<file path="config.mk">
export PLATFORM = sky130hd
export DESIGN_NAME = ps2_kbd_serializer_flat
export DESIGN_NICKNAME = d
export VERILOG_FILES = /design/src/rtl/ps2_kbd_serializer_if.sv /design/src/rtl/ps2_kbd_serializer.sv /design/src/flat_wrapper.sv
export SDC_FILE = /design/constraint.sdc
export NUM_CORES = 1
export LEC_CHECK = 0
export CAP_MARGIN = 10
export CORE_ASPECT_RATIO = 1.2
export CORE_MARGIN = 10
export CORE_UTILIZATION = 60
export DETAILED_ROUTE_END_ITERATION = 16
export PLACE_DENSITY = 0.9
export SLEW_MARGIN = 25
export SYNTH_ARGS = -nofsm -noshare
export SYNTH_HDL_FRONTEND = slang
export SYNTH_SLANG_ARGS = --single-unit
</file>
<file path="constraint.sdc">
create_clock -name clock -period 4.9 [get_ports clock]
set_clock_uncertainty 0.2 [all_clocks]
set_input_delay 0.98 -clock clock [delete_from_list [all_inputs] [get_ports clock]]
set_output_delay 0.98 -clock clock [all_outputs]
set_load 0.01 [all_outputs]
</file>
<file path="src/rtl/ps2_kbd_serializer_if.sv">
// Scancode push interface: valid/ready handshake carrying one byte per transfer.
// The master drives in_valid/in_data; the slave (serializer) answers with in_ready.
interface ps2_kbd_serializer_if;
    logic       in_valid;
    logic [7:0] in_data;
    logic       in_ready;

    modport master (
        output in_valid,
        output in_data,
        input  in_ready
    );

    modport slave (
        input  in_valid,
        input  in_data,
        output in_ready
    );
endinterface

</file>
<file path="src/rtl/ps2_kbd_serializer.sv">
// PS/2 device-side keyboard transmitter.
// Scancodes are queued in a small FIFO and sent one at a time as 11-bit PS/2 frames
// {stop, parity, d7..d0, start}, LSB first, with an idle gap between frames.
//
// state | meaning
// ------+----------------------------------------------------------------
// IDLE  | lines high, waiting for a queued byte; loads the frame on pop
// HIGH  | ps2_clk high for CLK_DIV clocks; ps2_data shows frame[bit_idx]
// LOW   | ps2_clk low for CLK_DIV clocks; ps2_data held stable
// GAP   | both lines high for GAP_CYCLES clocks before the next frame
module ps2_kbd_serializer #(
    parameter int CLK_DIV    = 8,
    parameter int GAP_CYCLES = 16,
    parameter int FIFO_DEPTH = 8
) (
    input  logic                       clock,
    input  logic                       reset,
    ps2_kbd_serializer_if.slave        in_bus,
    input  logic                       par_inject,
    output logic                       busy,
    output logic [6:0]                 fifo_count,
    output logic                       ps2_clk,
    output logic                       ps2_data
);

    localparam int          PTR_W    = (FIFO_DEPTH > 1) ? $clog2(FIFO_DEPTH) : 1;
    localparam logic [15:0] DIV_LOAD = 16'(CLK_DIV - 1);
    // A zero gap never reaches the GAP state, so its reload value is irrelevant there.
    localparam logic [15:0] GAP_LOAD = (GAP_CYCLES > 0) ? 16'(GAP_CYCLES - 1) : 16'd0;
    localparam logic [6:0]  DEPTH_C  = 7'(FIFO_DEPTH);
    localparam bit          NO_GAP   = (GAP_CYCLES == 0);

    typedef enum logic [1:0] {
        ST_IDLE,
        ST_HIGH,
        ST_LOW,
        ST_GAP
    } state_t;

    state_t           state;
    logic [7:0]       mem [FIFO_DEPTH];
    logic [PTR_W-1:0] wr_ptr;
    logic [PTR_W-1:0] rd_ptr;
    logic [10:0]      frame;
    logic [3:0]       bit_idx;
    logic [3:0]       next_idx;
    logic [15:0]      timer;
    logic [7:0]       head_byte;
    logic             head_parity;
    logic             push;
    logic             pop;

    assign in_bus.in_ready = (fifo_count != DEPTH_C);
    assign push            = in_bus.in_valid && in_bus.in_ready;
    // Popping happens only in IDLE, which is exactly when a new frame gets loaded.
    assign pop             = (state == ST_IDLE) && (fifo_count != 7'd0);
    assign head_byte       = mem[rd_ptr];
    // Odd parity over data+parity; par_inject flips it to force a receiver parity error.
    assign head_parity     = (~^head_byte) ^ par_inject;
    assign next_idx        = bit_idx + 4'd1;

    // FIFO storage: written on accepted pushes; contents need no reset since pointers flush it.
    always_ff @(posedge clock) begin
        if (push) begin
            mem[wr_ptr] <= in_bus.in_data;
        end
    end

    // FIFO pointers and occupancy; simultaneous push and pop leave the count unchanged.
    always_ff @(posedge clock) begin
        if (reset) begin
            wr_ptr     <= '0;
            rd_ptr     <= '0;
            fifo_count <= 7'd0;
        end else begin
            if (push) begin
                wr_ptr <= wr_ptr + 1'b1;
            end
            if (pop) begin
                rd_ptr <= rd_ptr + 1'b1;
            end
            case ({push, pop})
                2'b10:   fifo_count <= fifo_count + 7'd1;
                2'b01:   fifo_count <= fifo_count - 7'd1;
                default: fifo_count <= fifo_count;
            endcase
        end
    end

    // Frame sequencer: one down-counter times both half-periods and the inter-frame gap.
    always_ff @(posedge clock) begin
        if (reset) begin
            state    <= ST_IDLE;
            frame    <= '1;
            bit_idx  <= 4'd0;
            timer    <= 16'd0;
            busy     <= 1'b0;
            ps2_clk  <= 1'b1;
            ps2_data <= 1'b1;
        end else begin
            case (state)
                ST_IDLE: begin
                    if (pop) begin
                        frame    <= {1'b1, head_parity, head_byte, 1'b0};
                        bit_idx  <= 4'd0;
                        ps2_data <= 1'b0;
                        ps2_clk  <= 1'b1;
                        timer    <= DIV_LOAD;
                        busy     <= 1'b1;
                        state    <= ST_HIGH;
                    end
                end

                ST_HIGH: begin
                    if (timer == 16'd0) begin
                        ps2_clk <= 1'b0;
                        timer   <= DIV_LOAD;
                        state   <= ST_LOW;
                    end else begin
                        timer <= timer - 16'd1;
                    end
                end

                ST_LOW: begin
                    if (timer == 16'd0) begin
                        ps2_clk <= 1'b1;
                        if (bit_idx == 4'd10) begin
                            ps2_data <= 1'b1;
                            if (NO_GAP) begin
                                busy  <= 1'b0;
                                state <= ST_IDLE;
                            end else begin
                                timer <= GAP_LOAD;
                                state <= ST_GAP;
                            end
                        end else begin
                            // Data only moves on the rising edge so it is stable at the fall.
                            bit_idx  <= next_idx;
                            ps2_data <= frame[next_idx];
                            timer    <= DIV_LOAD;
                            state    <= ST_HIGH;
                        end
                    end else begin
                        timer <= timer - 16'd1;
                    end
                end

                ST_GAP: begin
                    if (timer == 16'd0) begin
                        busy  <= 1'b0;
                        state <= ST_IDLE;
                    end else begin
                        timer <= timer - 16'd1;
                    end
                end

                default: begin
                    busy     <= 1'b0;
                    ps2_clk  <= 1'b1;
                    ps2_data <= 1'b1;
                    state    <= ST_IDLE;
                end
            endcase
        end
    end

endmodule

</file>
<file path="src/flat_wrapper.sv">
// flat-port wrapper written by rule: the top's interface ports become plain ports
module ps2_kbd_serializer_flat 
#(
    parameter int CLK_DIV    = 8,
    parameter int GAP_CYCLES = 16,
    parameter int FIFO_DEPTH = 8
)
  (clock, reset, par_inject, busy, fifo_count, ps2_clk, ps2_data, in_bus_in_valid, in_bus_in_data, in_bus_in_ready);
  ps2_kbd_serializer_if in_bus_i ();
  input  logic clock;
  input  logic reset;
  input  logic par_inject;
  output logic busy;
  output logic [6:0] fifo_count;
  output logic ps2_clk;
  output logic ps2_data;
  input wire logic [$bits(in_bus_i.in_valid)-1:0] in_bus_in_valid;
  input wire logic [$bits(in_bus_i.in_data)-1:0] in_bus_in_data;
  output wire logic [$bits(in_bus_i.in_ready)-1:0] in_bus_in_ready;
  assign in_bus_i.in_valid = in_bus_in_valid;
  assign in_bus_i.in_data = in_bus_in_data;
  assign in_bus_in_ready = in_bus_i.in_ready;
  ps2_kbd_serializer #(.CLK_DIV(CLK_DIV), .GAP_CYCLES(GAP_CYCLES), .FIFO_DEPTH(FIFO_DEPTH)) u_core (.clock(clock), .reset(reset), .in_bus(in_bus_i), .par_inject(par_inject), .busy(busy), .fifo_count(fifo_count), .ps2_clk(ps2_clk), .ps2_data(ps2_data));
endmodule
</file>
==> results summary <==
Across all setup checks in the final design, the least slack found is 485 ps. The part of the power in registers came out at 35.1%. After synthesis, the cell types taking the most area are edfxtp_1, dfxtp_1, mux4_1. The die area came out at roughly 13000 um^2. The number of max-capacitance violations reported came out at 0. The count of nets left with antenna violations after detail routing came out at 0.

Global routing used around a fifth of the available tracks. The number of synthesis warnings came out at 0. The switching component of the power came out at around 1.4 mW. The buffer cell driving the clock tree root is clkbuf_8. The post-CTS setup-driven buffer insertion count is 0. The final global-route overflow total came out at 0. The total length of routed wires is 11400 um.

Timing would allow up to roughly 230 MHz. The most critical setup path has its startpoint at u_core.fifo_count[1]. The count of final setup violators is 0.

The net count of the mapped netlist is approximately 440. The clock-pin transition on the worst setup and hold timing paths is 60 ps. The first detailed-routing pass ran for 5 iterations. The dominant cell by count in the synthesized netlist is edfxtp_1. 23 I/O pins were placed.

The HPWL reported at the end of detailed placement is about 7100 um. The floorplan step defined a core boundary enclosing 8240 um^2. STA classifies the critical path startpoint as a flip-flop. The layout overhead on the synthesized area is 17.7%. The quantity of gates resized following cts is 0. After synthesis, the most frequently instantiated cells are edfxtp_1, dfxtp_1, nor2_1, nand2_1, a21oi_1. The leakage dissipation came out at 2.16 nW. Entering global routing, the biggest net connects 28 pins. For this configuration, the core starts out at a cell density of between 60% and 70%. The tightest min-delay check is of the flip-flop to flip-flop type. The biggest area contributor in the post-synthesis netlist is edfxtp_1. In this run the number of H-tree levels came out at 4. The startpoint of the worst-slack reg-to-reg timing path is u_core.fifo_count[1]. The total CTS buffers came out at 17. The worst path required time is ~5200 ps. After detailed routing, the number of vias per cell comes to about 6.1.

The clock tree buffer depth came out at 2. At the placement stage, the worst setup path has a slack of 595 ps. The violation count after the first detailed-route iteration is between 300 and 400. The top fanout value on the critical path is 25. Internal power comes to around 2.4 mW. The ratio of total power to cell area is ~630 nW/um^2. The number of global-route vias before repair is roughly 3700. The count of input and output buffers came out at 22. The critical path is of the flip-flop to flip-flop type. The post-synthesis cell area is between 5000 and 6000 um^2.

The peak supply drop came out at ~330 uV. The hold violation count in the final report was 0. The synthesized area per cell is around 12 um^2. After floorplanning, the core was divided into 36 placement rows. For this run, the leading register cell type out of synthesis is edfxtp_1. For the worst-skew pair, the clock arrives at the later sink with an insertion delay of 530 ps. The post-synthesis cell type count is 50. The fraction of power spent switching nets is 36.6%. Setup repair after global routing left no endpoint under its margin. The post-route fraction of the period consumed by the critical path came out at 90.1%. The die extent in x is roughly 100 um. In this run, synthesis produced a sequential element count of roughly 120. The worst setup path is captured at a flip-flop. The combinational cell fraction of total power is between 30% and 40%.

The area share of the leading cell type in the synthesized netlist came out at between 30% and 40%. The final-stage net count came out at roughly 470. The wire length per cell after detailed routing came out at between 15 and 20 um. The startpoint of the worst hold path is u_core.frame[0].

The run finished with clean final reports. Data on the critical path arrives at its endpoint at ~4700 ps. The share of final-layout standard cells stronger than drive strength 1 came out at 11.3%. The final-layout setup total negative slack is 0 ps. Detailed routing inserted a total of between 3000 and 4000 vias.

The slew at the pin closest to its max-slew limit is between 900 and 1000 ps. The first-pass GRT wire length came out at 18600 um. The initial antenna violation count came out at 0.

Leaving out filler cells and counting taps, the final layout contains ~580. The count of antenna diodes in the layout came out at 0. The DRC violation count after routing is 0.

The clock network fraction of total power came out at 31.4%. The fraction of synthesis flops using an asynchronous set or reset pin is 0%. The clock tree from TritonCTS is yes. The total count of max-transition violations in the final report came out at 0. Measured against its own limit, the worst slew margin works out to 37.3%. The die is 121 um tall. The sequential fraction of the synthesis area came out at between 50 and 60%. The post-synthesis cell count is about 420.

The instance count after placement with tap cells included came out at roughly 540. The clock net in this run drives a total of between 100 and 150 sinks. Routability-driven placement finished with a final weighted congestion of between 0.8 and 0.9. Buffers inserted to repair hold after CTS numbered 0. The number of flops mapped to enable cells by yosys came out at 64. After layout, the minimum clock period comes to 4410 ps.
[logic make-up (layout without fill, tap and decap cells)]
family / Yosys count / after routing / synth area share [%]
AO/OA/AOI/OAI: 66 / 66 / 8.12
XOR/XNOR: 27 / 27 / 4.62
adder cells (fa/ha/maj): 12 / 12 / 3.08
buffers and inverters: 38 / 81 / 3.30
flip-flops: 115 / 115 / 57.5
multiplexers: 27 / 27 / 11.0
AND/OR/NAND/NOR: 133 / 133 / 12.4
[through the flow]
step	instance area, um^2	total power [mW]	util, %	hold WS [ps]
6_report	6020	3.79	73.0	251
5_1_grt	6020	3.99	73.0	302
4_1_cts	6020	3.79	73.0	249
3_5_place_dp	5450	2.56	66.1	240
3_3_place_gp	5450	2.49	66.1	226
2_1_floorplan	5120	2.27	-	219
[state kept, by name, indices dropped and copies added, names as in the netlist, named ones only]
name / count
u_core.wr_ptr: 3
u_core.ps2_clk: 1
u_core.fifo_count: 7
u_core.timer: 16
u_core.frame: 10
u_core.bit_idx: 4
u_core.ps2_data: 1
u_core.busy: 1
u_core.state: 2
u_core.rd_ptr: 3
u_core.mem: 64
[power groups by stage]
stage	clock, mW	combinational [mW]	sequential [mW]
floorplan	0	1.01	1.26
global placement	0	1.16	1.33
detailed placement	0	1.22	1.34
CTS	1.20	1.26	1.33
global route	1.24	1.39	1.35
finish	1.19	1.27	1.33
[placed cells by master (no fill, tap or decap), types with 4 or more instances in the layout]
cell type / n
buf_4: 8
a31oi_1: 5
inv_1: 19
inv_6: 7
mux4_2: 4
nor4_1: 4
clkdlybuf4s50_1: 22
nor2_1: 48
o211ai_1: 9
xor2_1: 12
nand2_1: 40
nor3_1: 8
nand4_1: 5
edfxtp_1: 64
ha_1: 11
nand3_1: 5
mux2i_1: 8
a21oi_1: 26
o21ai_0: 9
dfxtp_1: 51
xnor2_1: 15
o31ai_1: 4
mux4_1: 14
clkbuf_16: 16
[worst paths after layout]
check                               to  slack (ps)  cells after the start
hold reg to reg        u_core.frame[0]         250                      2
setup reg to reg  u_core.fifo_count[6]         490                     15
hold / removal         u_core.frame[0]         250                      2
setup / recovery  u_core.fifo_count[6]         490                     15
[critical path: stages, from the launching register on]
cell and delay [ps]:
dfxtp_1 350, nor4_1 560, nand2_1 140, or2_2 310, nand2_1 70, buf_4 270
inv_1 160, ha_1 320, ha_1 360, nor2b_1 170, o21ai_0 290, a21oi_1 180
o21ai_0 220, a21oi_1 120, or4_1 480, a21oi_1 140
[layout make-up]
| cell class | instances | area (um^2) |
|---|---|---|
| tap | 114 | 143 |
| clock inverter | 15 | 159 |
| timing repair buffer | 30 | 280 |
| sequential | 115 | 2940 |
| fill | 486 | 2220 |
| clock buffer | 17 | 414 |
| multi-input combinational | 265 | 2010 |
| inverter | 19 | 71.3 |
[layer usage]
metal  part of all wire (%)  track usage [%]  routed length (um)  up-vias
met5                      0                0                   0        -
met1                     38             19.1                4280     1725
met2                     54             33.7                6200      141
met4                    3.2             10.7                 365        0
met3                    4.9             5.31                 561       41
li1                       -                -                   -     1617
Power figures use the tool's default switching activity.
